**src/rtl/simple_bus_arbiter.sv**
```systemverilog
// Round-robin arbiter sharing one Simple Bus register slave between two requesters.
// Optional per-requester saturating grant counters when ARB_GRANT_CNT_EN is defined.
module simple_bus_arbiter #(
   parameter int unsigned ADDR_WIDTH = 6,
   parameter int unsigned DATA_WIDTH = 32
`ifdef ARB_GRANT_CNT_EN
   ,
   parameter int unsigned CNT_WIDTH  = 16
`endif
) (
   input  logic                  S_AXI_ACLK,
   input  logic                  S_AXI_ARESET,
   input  logic                  m0_valid,
   input  logic                  m0_we,
   input  logic [ADDR_WIDTH-1:0] m0_addr,
   input  logic [DATA_WIDTH-1:0] m0_wdata,
   output logic                  m0_ready,
   output logic                  m0_done,
   output logic [DATA_WIDTH-1:0] m0_rdata,
   input  logic                  m1_valid,
   input  logic                  m1_we,
   input  logic [ADDR_WIDTH-1:0] m1_addr,
   input  logic [DATA_WIDTH-1:0] m1_wdata,
   output logic                  m1_ready,
   output logic                  m1_done,
   output logic [DATA_WIDTH-1:0] m1_rdata,
   output logic [ADDR_WIDTH-1:0] wrAddr,
   output logic [DATA_WIDTH-1:0] wrData,
   output logic                  wr,
   output logic [ADDR_WIDTH-1:0] rdAddr,
   input  logic [DATA_WIDTH-1:0] rdData,
   output logic                  rd
`ifdef ARB_GRANT_CNT_EN
   ,
   output logic [CNT_WIDTH-1:0]  m0_grant_cnt,
   output logic [CNT_WIDTH-1:0]  m1_grant_cnt
`endif
);

   typedef enum logic [1:0] {StIdle, StIssue, StDone} state_e;

   state_e                state_q;
   logic                  last_grant_q;
   logic                  cmd_sel_q;
   logic                  cmd_we_q;
   logic                  sel;
   logic                  accept;
   logic                  sel_we;
   logic [ADDR_WIDTH-1:0] sel_addr;
   logic [DATA_WIDTH-1:0] sel_wdata;

   // On a tie the requester that did not win last time is chosen.
   always_comb begin
      sel = 1'b0;
      if (m1_valid && !m0_valid) begin
         sel = 1'b1;
      end else if (m1_valid && m0_valid) begin
         sel = ~last_grant_q;
      end
   end

   assign m0_ready  = (state_q == StIdle) & m0_valid & ~sel;
   assign m1_ready  = (state_q == StIdle) & m1_valid & sel;
   assign accept    = m0_ready | m1_ready;
   assign sel_we    = sel ? m1_we    : m0_we;
   assign sel_addr  = sel ? m1_addr  : m0_addr;
   assign sel_wdata = sel ? m1_wdata : m0_wdata;

   always_ff @(posedge S_AXI_ACLK or posedge S_AXI_ARESET) begin
      if (S_AXI_ARESET) begin
         state_q      <= StIdle;
         last_grant_q <= 1'b1;
         cmd_sel_q    <= 1'b0;
         cmd_we_q     <= 1'b0;
         wr           <= 1'b0;
         rd           <= 1'b0;
         wrAddr       <= '0;
         wrData       <= '0;
         rdAddr       <= '0;
         m0_done      <= 1'b0;
         m1_done      <= 1'b0;
         m0_rdata     <= '0;
         m1_rdata     <= '0;
      end else begin
         unique case (state_q)
            StIdle: begin
               if (accept) begin
                  cmd_sel_q    <= sel;
                  cmd_we_q     <= sel_we;
                  last_grant_q <= sel;
                  wr           <= sel_we;
                  rd           <= ~sel_we;
                  if (sel_we) begin
                     wrAddr <= sel_addr;
                     wrData <= sel_wdata;
                  end else begin
                     rdAddr <= sel_addr;
                  end
                  state_q <= StIssue;
               end
            end
            StIssue: begin
               wr     <= 1'b0;
               rd     <= 1'b0;
               wrAddr <= '0;
               wrData <= '0;
               rdAddr <= '0;
               // Slave read data is combinational on rd/rdAddr, so capture it here.
               if (!cmd_we_q) begin
                  if (cmd_sel_q) begin
                     m1_rdata <= rdData;
                  end else begin
                     m0_rdata <= rdData;
                  end
               end
               m0_done <= ~cmd_sel_q;
               m1_done <= cmd_sel_q;
               state_q <= StDone;
            end
            StDone: begin
               m0_done <= 1'b0;
               m1_done <= 1'b0;
               state_q <= StIdle;
            end
            default: begin
               state_q <= StIdle;
            end
         endcase
      end
   end

`ifdef ARB_GRANT_CNT_EN
   always_ff @(posedge S_AXI_ACLK or posedge S_AXI_ARESET) begin
      if (S_AXI_ARESET) begin
         m0_grant_cnt <= '0;
         m1_grant_cnt <= '0;
      end else begin
         if (m0_ready && (m0_grant_cnt != {CNT_WIDTH{1'b1}})) begin
            m0_grant_cnt <= m0_grant_cnt + 1'b1;
         end
         if (m1_ready && (m1_grant_cnt != {CNT_WIDTH{1'b1}})) begin
            m1_grant_cnt <= m1_grant_cnt + 1'b1;
         end
      end
   end
`endif

endmodule

```
**config.mk**
```make
export PLATFORM = sky130hd
export DESIGN_NAME = simple_bus_arbiter
export DESIGN_NICKNAME = d
export VERILOG_FILES = /design/src/rtl/simple_bus_arbiter.sv
export SDC_FILE = /design/constraint.sdc
export NUM_CORES = 1
export LEC_CHECK = 0
export CAP_MARGIN = 10
export CELL_PAD_IN_SITES_DETAIL_PLACEMENT = 1
export CELL_PAD_IN_SITES_GLOBAL_PLACEMENT = 1
export CORE_MARGIN = 4
export CORE_UTILIZATION = 40
export DETAILED_ROUTE_END_ITERATION = 10
export DONT_BUFFER_PORTS = 1
export GPL_TIMING_DRIVEN = 1
export HOLD_SLACK_MARGIN = 0.1
export PLACE_DENSITY = 0.73
export SLEW_MARGIN = 10
export SYNTH_ARGS = -nofsm -noshare
export SYNTH_HDL_FRONTEND = slang
export SYNTH_SLANG_ARGS = --single-unit
```
**constraint.sdc**
```tcl
create_clock -name S_AXI_ACLK -period 11.7 [get_ports S_AXI_ACLK]
set_input_delay 2.925 -clock S_AXI_ACLK [delete_from_list [all_inputs] [get_ports S_AXI_ACLK]]
set_output_delay 2.925 -clock S_AXI_ACLK [all_outputs]
set_load 0.02 [all_outputs]
```
==> impl_metrics.py <==
metrics = {
    "status": {
        "status": "finished, final reports clean",
    },
    "timing": {
        "rsz0062_at_grt": "false",
        "finalClockSkew_ns": 0.00566,
        "finalSetupViolations": 0,
        "slew_viol_final": 0,
        "fin_crit_sh_pct": 53.9,
        "slew_headroom_pct": 39.1,
        "setup_tns_ns": 0,
        "min_period_ns": 6.31,
        "fmax_mhz": 158,
        "worstMarginPinSlew_ns": 0.913,
        "finalHoldViolCount": 0,
    },
    "synthesis": {
        "synth_ff_type": "dfrtp_1",
        "synth_area_leaders": "dfrtp_1, mux2_1, mux2i_1",
        "synth-edff-count": 0,
        "syn_nets": 454,
        "avgSynthCellArea_um2": 14.5,
        "seq_area_frac_synth_pct": 60.3,
        "yosys_warnings": 0,
        "ys_async_sr_fraction_pct": 100,
        "syn_area_mm2": 0.00486,
        "synth.distinct_cells": 32,
        "ys_ff_latch": 117,
        "yosysTopAreaCell": "dfrtp_1",
        "synth_cells": 336,
        "synth.top_cell.area_share_pct": 59.7,
    },
    "critical_path": {
        "path_class": "primary input to primary output",
        "crit_required_ns": 8.78,
        "path_buf_inv": 0,
        "worstPathArrival_ns": 3.38,
        "cp-start-kind": "primary input",
        "cpLargestDelayFamily": "simple AND/OR/NAND/NOR gates",
        "end_kind": "primary output",
        "crit_chain": "nand2b_1, and3_1",
        "worstPathMaxFanout": 7,
        "cp_slowest_cell": "and3_1",
        "critPathMaxStageDelay_ns": 0.33,
    },
    "clock_tree": {
        "cts_root_buffer": "clkbuf_16",
        "cts_setup_buffers": 0,
        "cts_sinks": 117,
        "clkLatencyLatePin_ns": 0.40,
        "numCtsBuffers": 17,
        "clk_pin_slew_worst_paths_ns": 0.05,
        "htree_levels": 4,
        "ctsHoldBuffers": 0,
        "cts_buffer_depth": 2,
        "cts_tree": "built",
        "cts_resized": 0,
    },
    "routing": {
        "firstDrtPassIters": 4,
        "vias_per_cell": 5.72,
        "drt-initial-drc-count": 103,
        "via_count": 2836,
        "wl_mm": 11.6,
        "avgRoutedWirePerCell_um": 23.4,
        "postRouteAntennaNets": 0,
        "drc_errors": 0,
    },
    "layout": {
        "area.growth.synth_to_final_pct": 15.3,
        "regArea_mm2": 0.00293,
        "antennaDiodeCount": 0,
        "fillers": 1137,
        "fin_cells": 496,
        "multi_input_area_mm2": 0.00181,
        "layout.nets": 458,
        "drive_gt1_share_pct": 11.3,
    },
    "global_routing": {
        "antenna_found_initial": 0,
        "grt_pass1_wl_mm": 18.5,
        "overflow": 0,
        "grt.total_usage_pct": 17.0,
        "grt_max_degree": 74,
        "first_global_vias": 3145,
    },
    "power": {
        "vdd_drop_max_mv": 0.133,
        "power.density_mw_per_mm2": 347,
        "leakage_nw": 2.45,
    },
    "floorplan": {
        "rows": 39,
        "die_area_mm2": 0.0140,
        "die_y_um": 118,
        "core_mm2": 0.0117,
        "die_w_um": 118,
        "initial_core_util_pct": 41.7,
        "ioPinCount": 228,
    },
    "hold_path": {
        "hp-class": "flip-flop to flip-flop",
    },
    "flow_run": {
        "cap_viol_max_count": 0,
    },
    "placement": {
        "gp_congestion": 0.709,
        "io_buffers": 0,
        "hpwl_mm": 8.44,
        "dp.cells": 464,
    },
}
-- registers in the layout, summed over array words and instances, names as in the netlist --
name          cells
m1_rdata         32
last_grant_q      1
rd                1
wrData           32
m1_done           1
wrAddr            6
wr                1
m0_done           1
cmd_we_q          1
rdAddr            6
state_q           2
m0_rdata         32
cmd_sel_q         1
-- cells in the mapped netlist (all sizes together), types with 4 or more instances --
| master | count |
|---|---|
| mux2 | 67 |
| nand2 | 6 |
| o21ai | 10 |
| inv | 6 |
| mux2i | 38 |
| dfrtp | 116 |
| nor2 | 5 |
| ha | 4 |
| buf | 17 |
| o2bb2ai | 39 |
-- through the flow --
stage	power, W	util [%]	setup slack, ns	hold WS (ns)	area (um2)
floorplan	0.00128	-	5.33	0.486	4860
global placement	0.00139	42.7	5.41	0.508	4980
detailed placement	0.00142	42.7	5.38	0.531	4980
CTS	0.00197	48.1	5.39	0.543	5610
global route	0.00205	48.1	5.35	0.576	5610
finish	0.00194	48.1	5.39	0.545	5610
-- kinds of logic after synthesis --
kind of cell	count (synthesis)	synth area share, %
muxes	105	23.3
buffers and inverters	26	2.86
and+or+nand+nor	23	2.50
AOI/OAI and AO/OA	61	10.0
adders and majority gates	4	1.03
DFF	117	60.3
-- where the power goes --
group / total [W] / internal [W] / switching (W)
Clock: 0.000543 / 0.000373 / 0.000171
Sequential: 0.00101 / 0.000608 / 0.000405
Combinational: 0.000386 / 0.000180 / 0.000206
Total: 0.00194 / 0.00116 / 0.000782
-- cell type report --
type                       count  share of cell area, %
timing repair buffer           5                  0.669
clock inverter                 8                   2.61
inverter                       6                  0.446
tap                          143                   3.19
multi-input combinational    193                   32.2
sequential                   117                   52.2
clock buffer                  24                   8.59
-- worst paths after layout --
path | startpoint | depth (start not counted) | to | slack, ns
setup / recovery | m1_valid | 2 | m0_ready | 5.39
hold / removal | state_q[1] | 1 | state_q[1] | 0.55
setup reg to reg | state_q[0] | 6 | rdAddr[2] | 9.45
hold reg to reg | state_q[1] | 1 | state_q[1] | 0.55
max in group asynchronous | S_AXI_ARESET | 2 | m0_rdata[26] | 7.93
min in group asynchronous | S_AXI_ARESET | 1 | m0_rdata[10] | 2.45
-- layer usage --
metal  vias to the layer above  wire [um]  share of wire (%)  GRT usage [%]
met5                         -          0                  0              0
met4                         0        158                1.4           6.81
met2                       121       6200                 53           28.8
met1                      1452       4230                 36           18.4
li1                       1250          -                  -              -
met3                        13       1020                8.8           7.78
-- placed cells by master (no fill, tap or decap), types with 2 or more instances in the layout --
master     count
bufinv_16      4
nand3b_1       2
dfrtp_1      116
nand2_1        6
a21oi_1        3
buf_4          5
clkbuf_8       3
clkbuf_16     17
ha_1           4
mux2_1        66
mux2i_1       38
o21ai_0        6
nand3_1        2
nor2_1         5
inv_1          5
o211ai_1       2
clkinv_2       2
o2bb2ai_1     39
o21ai_1        4
nand2b_1       3
clkbuf_1       4
Power figures use the tool's default switching activity.
